[src/rtl/pe_sched_pkg.sv]
// Shared definitions for the shared-PE round-robin scheduler.
// Op encodings and the scheduler state type.
package pe_sched_pkg;

    localparam logic [1:0] OP_ADD = 2'b00;
    localparam logic [1:0] OP_SUB = 2'b01;
    localparam logic [1:0] OP_MUL = 2'b10;

    typedef enum logic [1:0] {
        IDLE,
        EXEC,
        RESP
    } state_t;

endpackage

[src/rtl/rr_arbiter.sv]
// Combinational round-robin arbiter.
// Picks the first set request searching upward from ptr, with wrap.
module rr_arbiter #(
    parameter int N   = 4,
    parameter int IDW = $clog2(N)
) (
    input  logic [N-1:0]   req,
    input  logic [IDW-1:0] ptr,
    output logic [N-1:0]   grant,
    output logic [IDW-1:0] idx,
    output logic           any_req
);

    // Rotating priority search starting at ptr
    always_comb begin
        logic           found;
        int             pos;
        logic [IDW-1:0] j;
        grant = '0;
        idx   = '0;
        found = 1'b0;
        pos   = 0;
        j     = '0;
        for (int k = 0; k < N; k++) begin
            pos = int'(ptr) + k;
            if (pos >= N) begin
                pos = pos - N;
            end
            j = IDW'(pos);
            if (!found && req[j]) begin
                found    = 1'b1;
                grant[j] = 1'b1;
                idx      = j;
            end
        end
    end

    assign any_req = |req;

endmodule

[src/rtl/pe_rr_scheduler.sv]
// Shares one integer PE among NUM_REQ requesters.
// One op at a time: arbitrate, execute, then hold the response.
module pe_rr_scheduler
    import pe_sched_pkg::*;
#(
    parameter int NUM_REQ = 4,
    parameter int DATA_W  = 32,
    parameter int ID_W    = $clog2(NUM_REQ)
) (
    input  logic                      clk,
    input  logic                      rst,
    input  logic [NUM_REQ-1:0]        req_valid,
    output logic [NUM_REQ-1:0]        req_ready,
    input  logic [2*NUM_REQ-1:0]      req_op,
    input  logic [DATA_W*NUM_REQ-1:0] req_inp1,
    input  logic [DATA_W*NUM_REQ-1:0] req_inp2,
    output logic [1:0]                pe_op,
    output logic [DATA_W-1:0]         pe_inp1,
    output logic [DATA_W-1:0]         pe_inp2,
    input  logic [DATA_W-1:0]         pe_out1,
    output logic                      rsp_valid,
    input  logic                      rsp_ready,
    output logic [ID_W-1:0]           rsp_id,
    output logic [DATA_W-1:0]         rsp_data
);

    state_t            state;
    logic [ID_W-1:0]   rr_ptr;
    logic [ID_W-1:0]   grant;
    logic [NUM_REQ-1:0] arb_grant;
    logic [ID_W-1:0]   arb_idx;
    logic              any_req;

    logic [1:0]        op_arr   [NUM_REQ];
    logic [DATA_W-1:0] inp1_arr [NUM_REQ];
    logic [DATA_W-1:0] inp2_arr [NUM_REQ];

    for (genvar i = 0; i < NUM_REQ; i++) begin : g_unpack
        assign op_arr[i]   = req_op[2*i +: 2];
        assign inp1_arr[i] = req_inp1[DATA_W*i +: DATA_W];
        assign inp2_arr[i] = req_inp2[DATA_W*i +: DATA_W];
    end

    rr_arbiter #(
        .N   (NUM_REQ),
        .IDW (ID_W)
    ) u_arb (
        .req     (req_valid),
        .ptr     (rr_ptr),
        .grant   (arb_grant),
        .idx     (arb_idx),
        .any_req (any_req)
    );

    // Accept only while idle; the handshake completes in the same cycle
    assign req_ready = (state == IDLE && !rst) ? arb_grant : '0;

    // Scheduler FSM: latch operands, capture result, hold until taken
    always_ff @(posedge clk or posedge rst) begin
        if (rst) begin
            state     <= IDLE;
            rr_ptr    <= '0;
            grant     <= '0;
            pe_op     <= '0;
            pe_inp1   <= '0;
            pe_inp2   <= '0;
            rsp_valid <= 1'b0;
            rsp_id    <= '0;
            rsp_data  <= '0;
        end else begin
            unique case (state)
                IDLE: begin
                    if (any_req) begin
                        pe_op   <= op_arr[arb_idx];
                        pe_inp1 <= inp1_arr[arb_idx];
                        pe_inp2 <= inp2_arr[arb_idx];
                        grant   <= arb_idx;
                        state   <= EXEC;
                    end
                end
                EXEC: begin
                    rsp_data  <= pe_out1;
                    rsp_id    <= grant;
                    rsp_valid <= 1'b1;
                    state     <= RESP;
                end
                RESP: begin
                    if (rsp_ready) begin
                        rsp_valid <= 1'b0;
                        rr_ptr    <= (grant == ID_W'(NUM_REQ - 1))
                                   ? '0 : grant + 1'b1;
                        state     <= IDLE;
                    end
                end
                default: state <= IDLE;
            endcase
        end
    end

endmodule

[config.mk]
export PLATFORM = sky130hd
export DESIGN_NAME = pe_rr_scheduler
export DESIGN_NICKNAME = d
export VERILOG_FILES = /design/src/rtl/pe_sched_pkg.sv /design/src/rtl/rr_arbiter.sv /design/src/rtl/pe_rr_scheduler.sv
export SDC_FILE = /design/constraint.sdc
export NUM_CORES = 1
export LEC_CHECK = 0
export CAP_MARGIN = 40
export CORE_AREA = 2 2 157 159
export CTS_CLUSTER_SIZE = 40
export DETAILED_ROUTE_END_ITERATION = 10
export DIE_AREA = 0 0 159 161
export PLACE_DENSITY = 0.73
export SLEW_MARGIN = 10
export SYNTH_ARGS = -nofsm -noshare
export SYNTH_HDL_FRONTEND = slang
export SYNTH_SLANG_ARGS = --single-unit
[constraint.sdc]
create_clock -name clk -period 6.42 [get_ports clk]
set_input_delay 0.642 -clock clk [delete_from_list [all_inputs] [get_ports clk]]
set_output_delay 0.642 -clock clk [all_outputs]
set_load 0.02 [all_outputs]
== After elaboration in Yosys (flattened, before gate mapping) ==
Cells that the tools add are included.

* Word-level logic and storage cells: 105
* Memories kept: 0
* Bits in latches: 0
* ROM bits: 0
* Register bits: 107
* Output and inout port bits: 105
* Bits of input ports: 303
* Bits in writable memories: 0

* Bitwise operators: 4
* Muxes and demuxes: 47
* Reductions and logical operators: 19
* Multipliers: 0
* Add/sub/neg operators: 8
* Eq/ne operators: 5
* Div/mod/pow operators: 0
* Order comparisons: 13
* Shift-type cells: 0

{| class="wikitable"
|+ Operators with widths
! cell !! number
|-
| $bmux 32 s2 || 2
|-
| $mux 32 || 4
|-
| $mux 2 || 13
|-
| $mux 4 || 5
|-
| $ge 3x3->1 const B || 4
|-
| $lt 2x3->1 const B || 4
|-
| $mux 1 || 12
|-
| $or 4x4->4 || 3
|-
| $bmux 1 s2 || 4
|-
| $demux 1 s2 || 4
|-
| $ge 2x1->1 const B || 4
|-
| $logic_and 1x1->1 || 8
|-
| $reduce_and 2->1 || 4
|-
| $sub 2x1->2 const B || 4
|-
| $add 2x2->3 const B || 2
|-
| $pmux 2 s3 || 1
|-
| $bmux 2 s2 || 1
|-
| $eq 2x2->1 const B || 2
|-
| $logic_not 1->1 || 4
|-
| $ne 2x2->1 const B || 2
|-
| $reduce_or 4->1 || 1
|-
| $add 2x1->3 const B || 1
|-
| $ge 2x3->1 const B || 1
|-
| $not 2->3 || 1
|-
| other kinds (5) || 5
|}

== Logic depth before layout (Yosys ltp) ==
* Word-level depth: 18
* Gate-level depth with buffers: 13
* Depth with buffers taken out: 8

== Hierarchy ==
Synthesis repeated with hierarchy kept, for this count alone.

* Cell total of the unflattened synthesis: 522
* Area total of the unflattened synthesis: 6,177.2 µm²

{| class="wikitable"
|+ Modules (own cells, without submodules)
! module !! cells an instance !! area an instance (µm²) !! seq. area each (µm²) !! instances
|-
| pe_rr_scheduler || 473 || 5,765.5 || 2,677.6 || 1
|-
| rr_arbiter || 49 || 411.6 || 0.0 || 1
|}

== Worst setup path after synthesis ==
OpenSTA, ideal clock, no wires.

* Kind: flip-flop to output port
* Start point: reg rr_ptr[1]
* End point: out req_ready[0]
* Slack: 3,125 ps
* Data required time: 5,778 ps
* Cell stages (with the launch flop): 9
* Arrival: 2,653 ps
* Path buffers: 2
* Path through: dfrtp_1 -> clkbuf_1 -> inv_1 -> ha_1 -> clkbuf_1 -> mux4_2 -> nor4_1 -> a221oi_1 -> nor2_1

* Longest elaborated chain between the ends: 15
* Elaborated cells between the ends (all ways): 60
* Those cells by class: 7 x add/sub; 12 x order compare; 28 x mux; 3 x bitwise; 10 x reduce/logical

{| class="wikitable"
|+ RTL lines
! element !! RTL line !! text
|-
| start, declared || pe_rr_scheduler.sv:28 || <nowiki>logic [ID_W-1:0] rr_ptr;</nowiki>
|-
| start signal, assigned || pe_rr_scheduler.sv:90 || <nowiki>rr_ptr <= (grant == ID_W'(NUM_REQ - 1))</nowiki>
|-
| branches (longest 13 deep; another with $add 2x1->3) || - ||
|-
| $mux 4 (*) || rr_arbiter.sv:30 || <nowiki>if (!found && req[j]) begin</nowiki>
|-
| $mux 4 (*) || pe_rr_scheduler.sv:56 || <nowiki>assign req_ready = (state == IDLE && !rst) ? arb_grant : '0;</nowiki>
|-
| end, declared || pe_rr_scheduler.sv:13 || <nowiki>output logic [NUM_REQ-1:0] req_ready,</nowiki>
|}

Every way passes the cells marked *. The select of a mux whose other input is x is not followed.

== Worst setup path in the final report ==
* Start point: reg rr_ptr[0]
* End point: out req_ready[3]

The elaborated chain is that of the path after synthesis.

==> results_dict.tcl <==
set metrics [dict create \
    synth_top_area_cell "dfrtp_1" \
    synth_top_area_share_pct 42.71 \
    p_leak_nw 4.189 \
    hp-start "rsp_id[0]" \
    drt_iter0_markers 294 \
    path_clk_slew_ns 0.08 \
    fin_tns_setup_ns 0 \
    r2r_start "rr_ptr[0]" \
    h-tree-depth 3 \
    worst_pin_slew_ns 0.6889 \
    avgSynthCellArea_um2 11.50 \
    drive_gt1_share_pct 19.74 \
    ys_warn_count 0 \
    critPathArrivalTime_ns 3.89 \
    fin_ws_ns 1.886 \
    numCtsBuffers 9 \
    gr-usage-all-layers_pct 18.58 \
    gp_congestion 0.8874 \
    synth_area_leaders "dfrtp_1, mux2_2, mux2_4" \
    core-area_mm2 0.02396 \
    chipWidth_um 159 \
    via_count 6248 \
    final_antenna_net_count 0 \
    fin_cells 1254 \
    layout_common_cells "clkdlybuf4s50_1, dfrtp_1, o22ai_1" \
    cts_tree "yes" \
    synth_xor_area_share_pct 0 \
    ios 408 \
    synthSimpleGateAreaFrac_pct 2.914 \
    synth_edf_count 0 \
    drc_errors 0 \
    syn_inst 545 \
    cts_resized 0 \
    synth_flop_cell "dfrtp_1" \
    worstSetupPathType "reg2out" \
    dpl.cell_count 1235 \
    layout_min_cycle_time_ns 4.534 \
    synthArstFlopShare_pct 100.0 \
    synth_seq_cells 107 \
    rsz0062_at_grt "no" \
    area_growth_pct 75.45 \
    max_freq_ghz 0.2205 \
    synth_mux_area_share_pct 22.37 \
    hpwl_um 18610 \
    maxCapViolCount 0 \
    synth-compound-area-share_pct 25.76 \
    finalPower_mw 5.590 \
    root_buffer "clkbuf_16" \
    setup-violations-final 0 \
    synthDistinctLibCells 41 \
    rows 57 \
    place_area_mm2 0.01070 \
    grt_antenna_before_repair 3 \
    finalCritPeriodShare_pct 70.63 \
    cts_setup_buffers 0 \
    grt_pass1_vias 6528 \
    synth_top_family_by_area "compound AO/OA/AOI/OAI gates" \
    final_common_cell "clkdlybuf4s50_1" \
    design_area_mm2 0.01100 \
    cp-end-kind "output pin" \
    nets 1233 \
    die_h_um 161 \
    synth_area_mm2 0.006270 \
    synth-seq-area-share_pct 42.71 \
    final-seq-area_mm2 0.002678 \
    grt_pass1_wl_um 37350 \
    crit_fanout 20 \
    startpoint "rr_ptr[0]" \
    cp.required_ns 5.78 \
    cp-start-kind "flop" \
    wl_per_cell_um 19.22 \
    post-place-ws_ns 2.331 \
    drt_pass1_iterations 5 \
    multi_input_area_mm2 0.003337 \
    skew_ns 0.01006 \
    clk_latency_ns 0.36 \
    hold_viol 0 \
    syn_nets 856 \
    cts_buffer_depth 2 \
    vias_per_cell 4.982 \
    p_per_area_mw_per_mm2 508.2 \
    clkSinkCount 107 \
    slew_headroom_pct 54.07 \
    cts_hold_buf 0 \
    fill_cells 2221 \
    wl_um 24100 \
    grt_max_degree 53 \
    synth_adder_area_share_pct 1.596 \
    hp-class "reg2reg" \
    port_buffers 407 \
    outcome "completed" \
    dieArea_mm2 0.02560 \
    worst_ir_drop_vdd_mv 0.3175 \
    start_util_pct 26.16 \
    slew_violations 0 \
    overflow 0 \
]
==> cell usage after synthesis (all sizes together), types with 2 or more instances <==
| cell type | instances |
|---|---|
| a2111oi | 2 |
| a211o | 2 |
| a211oi | 3 |
| a21oi | 67 |
| a221oi | 5 |
| a22oi | 7 |
| buf | 23 |
| clkbuf | 31 |
| dfrtp | 107 |
| ha | 8 |
| inv | 6 |
| mux2 | 102 |
| mux2i | 4 |
| mux4 | 3 |
| nand2 | 4 |
| nor2 | 17 |
| nor2b | 2 |
| nor3 | 2 |
| o21ai | 4 |
| o22ai | 130 |
| or2 | 3 |
| or3 | 2 |
==> stage by stage <==
step / utilization (%) / hold WS (ns)
final: 45.91 / 0.5102
after global routing: 45.91 / 0.5233
after CTS: 45.88 / 0.5125
after detailed placement: 44.66 / 0.4946
after global placement: 44.15 / 0.4887
after floorplan: - / 0.4724
==> kinds of logic after synthesis <==
kind of cell	after synthesis
AOI/OAI and AO/OA	225
buffers and inverters	60
and+or+nand+nor	36
adders and majority gates	8
DFF	107
muxes	109
==> layout make-up <==
class | instances | share of cell area [%]
flip-flops and latches | 107 | 24.34
diodes | 3 | 0.06824
inverters | 6 | 0.2275
well taps | 324 | 3.685
multi-input cells | 378 | 30.33
repair buffers | 420 | 38.69
clock inverters | 7 | 0.6028
clock buffers | 9 | 2.047
==> worst max-delay path: stages, from the launching register on <==
cell,delay [ns]
dfrtp_1,0.79
inv_1,0.26
ha_1,0.53
mux4_2,0.45
nor4_1,0.58
a221oi_1,0.18
nor2_1,0.13
clkdlybuf4s50_1,0.61
==> state kept, by name (all words and copies together), names as in the netlist <==
register,cells
pe_inp1,32
rsp_valid,1
grant,2
rsp_data,32
state,2
pe_op,2
rr_ptr,2
rsp_id,2
pe_inp2,32
==> layer usage <==
metal	wire length (µm)	global-route usage, %	vias to the layer above
met5	0	0	-
met4	538	6.777	0
met3	1957	5.650	31
met2	12060	32.39	317
met1	9540	21.62	3019
li1	-	-	2881
==> worst paths after layout <==
path,endpoint,slack (ns),cells past startpoint
setup / recovery,req_ready[3],1.89,7
hold / removal,rsp_id[0],0.51,1
setup reg to reg,pe_inp2[2],2.69,9
hold reg to reg,rsp_id[0],0.51,1
max in group asynchronous,rsp_valid,4.54,4
min in group asynchronous,rsp_data[0],0.67,2
==> power breakdown <==
group / switching (mW) / leakage [nW] / internal [mW]
Sequential: 0.235 / 1.20 / 1.03
Clock: 0.305 / 0.138 / 0.276
Combinational: 1.90 / 2.85 / 1.84
Total: 2.44 / 4.19 / 3.15
No activity file was read; power rests on OpenSTA's default activity.
